**src/rtl/reg_rename_file.sv**
```systemverilog
// reg_rename_file: architectural register file with ROB rename tags and combinational operand lookup.
// Optional macro REG_COMMIT_BYPASS_EN forwards a same-cycle matching commit into the lookups.
module reg_rename_file #(
   parameter int ROB_POS_W = 4,
   parameter int REG_CNT   = 32
) (
   input  logic                 clk,
   input  logic                 rst,
   input  logic                 rdy,
   input  logic                 rollback,
   input  logic                 issue,
   input  logic [4:0]           issue_rd,
   input  logic [ROB_POS_W-1:0] issue_rob_pos,
   input  logic                 reg_write,
   input  logic [4:0]           reg_rd,
   input  logic [31:0]          reg_val,
   input  logic [ROB_POS_W-1:0] commit_rob_pos,
   input  logic [4:0]           rs1_pos,
   input  logic [4:0]           rs2_pos,
   output logic                 rs1_busy,
   output logic [ROB_POS_W-1:0] rs1_tag,
   output logic [31:0]          rs1_val,
   output logic                 rs2_busy,
   output logic [ROB_POS_W-1:0] rs2_tag,
   output logic [31:0]          rs2_val
);
   logic [31:0]          val  [REG_CNT];
   logic [ROB_POS_W-1:0] tag  [REG_CNT];
   logic [REG_CNT-1:0]   busy;
   logic                 fwd1, fwd2;

   // Later assignments override earlier ones: rollback beats issue beats the commit busy clear.
   always_ff @(posedge clk or posedge rst) begin
      if (rst) begin
         busy <= '0;
         for (int i = 0; i < REG_CNT; i++) begin
            val[i] <= '0;
            tag[i] <= '0;
         end
      end else if (rdy) begin
         if (reg_write && reg_rd != '0) begin
            val[reg_rd] <= reg_val;
            if (busy[reg_rd] && tag[reg_rd] == commit_rob_pos) busy[reg_rd] <= 1'b0;
         end
         if (rollback) begin
            busy <= '0;
            for (int i = 0; i < REG_CNT; i++) tag[i] <= '0;
         end else if (issue && issue_rd != '0) begin
            busy[issue_rd] <= 1'b1;
            tag[issue_rd]  <= issue_rob_pos;
         end
      end
   end

`ifdef REG_COMMIT_BYPASS_EN
   assign fwd1 = reg_write && reg_rd == rs1_pos && rs1_pos != '0 && busy[rs1_pos] && tag[rs1_pos] == commit_rob_pos;
   assign fwd2 = reg_write && reg_rd == rs2_pos && rs2_pos != '0 && busy[rs2_pos] && tag[rs2_pos] == commit_rob_pos;
`else
   assign fwd1 = 1'b0;
   assign fwd2 = 1'b0;
`endif

   assign rs1_busy = rs1_pos != '0 && busy[rs1_pos] && !fwd1;
   assign rs1_tag  = rs1_pos == '0 ? '0 : tag[rs1_pos];
   assign rs1_val  = fwd1 ? reg_val : rs1_pos == '0 ? '0 : val[rs1_pos];
   assign rs2_busy = rs2_pos != '0 && busy[rs2_pos] && !fwd2;
   assign rs2_tag  = rs2_pos == '0 ? '0 : tag[rs2_pos];
   assign rs2_val  = fwd2 ? reg_val : rs2_pos == '0 ? '0 : val[rs2_pos];
endmodule

```
**config.mk**
```make
export PLATFORM = sky130hd
export DESIGN_NAME = reg_rename_file
export DESIGN_NICKNAME = d
export VERILOG_FILES = /design/src/rtl/reg_rename_file.sv
export SDC_FILE = /design/constraint.sdc
export NUM_CORES = 2
export LEC_CHECK = 0
export ABC_CLOCK_PERIOD_IN_PS = 101400
export CORE_MARGIN = 2
export CORE_UTILIZATION = 40
export DETAILED_ROUTE_END_ITERATION = 10
export PLACE_DENSITY = 0.62
export RECOVER_POWER = 100
export SLEW_MARGIN = 20
export SYNTH_ARGS = -nofsm -noshare
export SYNTH_HDL_FRONTEND = slang
export SYNTH_SLANG_ARGS = --single-unit
```
**constraint.sdc**
```tcl
create_clock -name clk -period 101.4 [get_ports clk]
set_input_delay 20.28 -clock clk [delete_from_list [all_inputs] [get_ports clk]]
set_output_delay 20.28 -clock clk [all_outputs]
set_load 0.01 [all_outputs]
```
==> impl_metrics.json <==
{
  "run_status": "complete, but fails checks",
  "failed_checks": "max-capacitance violations, max-slew violations",
  "power_density_nw_per_um2": 17.7,
  "timing.final.crit_share_pct": 52.2,
  "seq_area_um2": 29600,
  "post_synth_inst_count": 4155,
  "timing.critical_path.to_type": "output pin",
  "number_of_rows_created_at_floorplan": 147,
  "cp_launch_type": "input pin",
  "finalWirelength_um": 198000,
  "worst-slew-pin-transition_ps": 9340,
  "combPwrFrac_pct": 16.4,
  "floorplan.core_area_um2": 161000,
  "setup_viol_count_final": 0,
  "slew_violations": 2789,
  "post-cts-setup-buffers": 0,
  "area_share_of_fa_ha_maj_cells_after_synthesis_pct": 0,
  "hpwl_um": 108000,
  "design.portCount": 140,
  "grt_pass1_vias": 40700,
  "ctsResizeCount": 0,
  "clock-root-buffer": "clkbuf_16",
  "multi_input_comb_area_um2": 33100,
  "cellLeakagePower_nw": 30.9,
  "clk_transition_reported_paths_ps": 60,
  "largest_net_degree_at_the_start_of_global_routing": 173,
  "floorplan.initialDensity_pct": 40.3,
  "areaGrowthSynthToFinish_pct": 10.9,
  "yosys.area.top_type": "dfrtp_1",
  "seq_area_frac_synth_pct": 45.8,
  "synth-seq-cells": 1184,
  "drv.max_cap_violation_count": 58,
  "numClockSinks": 1184,
  "post_route_cells_drive_above_1_share_pct": 49.0,
  "p_int_mw": 0.943,
  "final_antenna_net_count": 0,
  "hold_slack_ps": 395,
  "yosysTopAreaCellShare_pct": 45.8,
  "timing.critical_path.to": "rs2_busy",
  "post_synth_main_area_contributors": "dfrtp_1 46%, mux4_2 26%, mux2_2 17%, mux2i_1 2.0%, clkbuf_1 1.5%",
  "max-slew-margin-rel_pct": -522,
  "type_of_the_worst_setup_path": "in2out",
  "synth_warnings": 0,
  "cp-startpoint": "rs2_pos[0]",
  "critPathMaxFanout": 88,
  "drc_errors": 0,
  "synthesis.nets": 4221,
  "via_count": 40000,
  "overflow": 0,
  "grt_antenna_before_repair": 14,
  "synthXorXnorAreaFrac_pct": 0.0406,
  "crit-reg2reg-launch": "tag[70]$_DFFE_PP0P_",
  "seq_pwr_share_pct": 44.4,
  "fp.dieArea_um2": 165000,
  "placer_congestion_estimate": 0.921,
  "worstSkewPairLatency_ps": 780,
  "setup_slack_ps": 48440,
  "number_of_nets_in_the_final_layout": 4107,
  "totalNegativeSetupSlack_ps": 0,
  "number_of_enable_flip_flop_cells_after_synthesis": 0,
  "achievable-frequency_mhz": 18.9,
  "netlist-cell-type-count": 54,
  "post-place-ws_ps": 55350,
  "finalCriticalPeriod_ps": 52960,
  "tritoncts.num_buffers": 132,
  "netSwitchingFraction_pct": 25.8,
  "synth.mux.area_fraction_pct": 45.5,
  "wire_per_inst_um": 31.4,
  "reg2reg_setup_slack_ps": 98630,
  "pwr-share-clk_pct": 39.3,
  "grt_util_all_layers_pct": 24.3,
  "synthSimpleGateAreaFrac_pct": 2.59,
  "async_reset_ff_share_pct": 100,
  "data_arrival_at_the_endpoint_of_the_critical_path_ps": 32680,
  "ys.flop_type": "dfrtp_1",
  "ctsHoldBuffers": 0,
  "synth-compound-area-share_pct": 2.99,
  "finalPower_mw": 1.27,
  "floorplan_die_width_um": 406,
  "cts_tree": "yes",
  "largest_family_of_logic_cells_by_synthesized_area": "multiplexers",
  "ff2ff_path_depth": 8,
  "post_synth.cell_area_avg_um2": 15.6,
  "final.fill_count": 14200,
  "cell_area_synth_um2": 64700,
  "mostFrequentLayoutCell": "dfrtp_1",
  "end_of_the_worst_register_to_register_path": "busy[4]$_DFFE_PP0P_",
  "critPathRequiredTime_ps": 81120,
  "postLayoutCoreUtil_pct": 44.7,
  "vias_per_cell": 6.35,
  "drt_iter0_markers": 3783,
  "clock-skew-final_ps": 19.0,
  "detailed_routing_iteration_count_for_the_pre_antenna_repair_pass": 5,
  "most_frequent_cells_in_the_layout": "1184 x dfrtp_1, 976 x mux2_2, 750 x mux4_2",
  "switching_power_mw": 0.328,
  "clock_tree.htree_level_count": 4,
  "grt_setup_unrepaired": "false",
  "first_pass_grt_wire_length_um": 291000,
  "port-buffer-count": 139,
  "ir_drop_uv": 14.2,
  "final_hold_viol_count": 0,
  "largest_buffer_count_on_any_clock_path": 3,
  "die_y_um": 406,
  "hold_class": "reg2reg"
}
[through the flow]
stage	instance area [um^2]	cells
global route	71800	6303
finish	71800	6304
CTS	72200	6302
floorplan	64700	4155
detailed placement	67700	6066
global placement	67700	6065
[routing by layer]
metal | vias up | GRT usage [%] | share of wire [%]
li1 | 16000 | - | -
met1 | 22000 | 34.2 | 42
met2 | 1642 | 38.1 | 47
met3 | 372 | 4.61 | 7.4
met4 | 8 | 7.79 | 3.4
met5 | - | 0 | 0.027
[registers in the layout, summed over array words and instances, names as in the netlist]
signal and count:
val 1024, tag 128, busy 32
[layout make-up]
class                   instances  area share, %
inverters                      14         0.0750
clock inverters                48          0.922
diodes                          1        0.00349
clock buffers                 188           5.31
well taps                    2160           3.77
repair buffers                215           2.49
multi-input cells            2494           46.1
flip-flops and latches       1184           41.3
[synthesized netlist by cell type, types with 13 or more instances]
library cell / number
nor3_1: 22
nand3_1: 13
buf_2: 114
clkbuf_1: 267
a21oi_1: 30
mux2_1: 19
buf_1: 62
nor2_1: 183
dfrtp_1: 1184
nand2_1: 64
a31oi_2: 30
a22o_1: 88
mux2i_1: 132
o22ai_1: 35
mux2_2: 977
o21ai_0: 43
mux4_2: 750
o21ai_1: 16
[cell families after synthesis]
group           count (synthesis)
compound gates                257
simple gates                  356
xor+xnor                        3
flops                        1184
mux                          1878
buf+inv                       477
[power by group through the flow]
stage          clock network, mW  logic (mW)  registers, mW
2_1_floorplan                  0       0.158          0.560
3_3_place_gp                   0       0.207          0.568
3_5_place_dp                   0       0.210          0.571
4_1_cts                    0.509       0.211          0.562
5_1_grt                    0.528       0.222          0.571
6_report                   0.499       0.208          0.564
[worst max-delay path, cell delays in order]
cell and delay, ps:
clkbuf_1 3100, clkbuf_1 5440, or4_1 590, nor2_1 400, clkbuf_1 1100, nor2_1 800
dlygate4sd3_1 700
[how the worst min path moves through the flow]
stage / slack (ps) / depth (start not counted) / end / startpoint
global route: 400 / 0 / val[1023]$_DFFE_PP0P_ / val[1023]$_DFFE_PP0P_
floorplan: 440 / 1 / val[1000]$_DFFE_PP0P_ / val[1000]$_DFFE_PP0P_
detailed placement: 380 / 0 / val[998]$_DFFE_PP0P_ / val[998]$_DFFE_PP0P_
CTS: 400 / 0 / val[1006]$_DFFE_PP0P_ / val[1006]$_DFFE_PP0P_
global placement: 380 / 0 / val[1020]$_DFFE_PP0P_ / val[1020]$_DFFE_PP0P_
finish: 390 / 0 / val[1023]$_DFFE_PP0P_ / val[1023]$_DFFE_PP0P_
No activity file was read; power rests on OpenSTA's default activity.
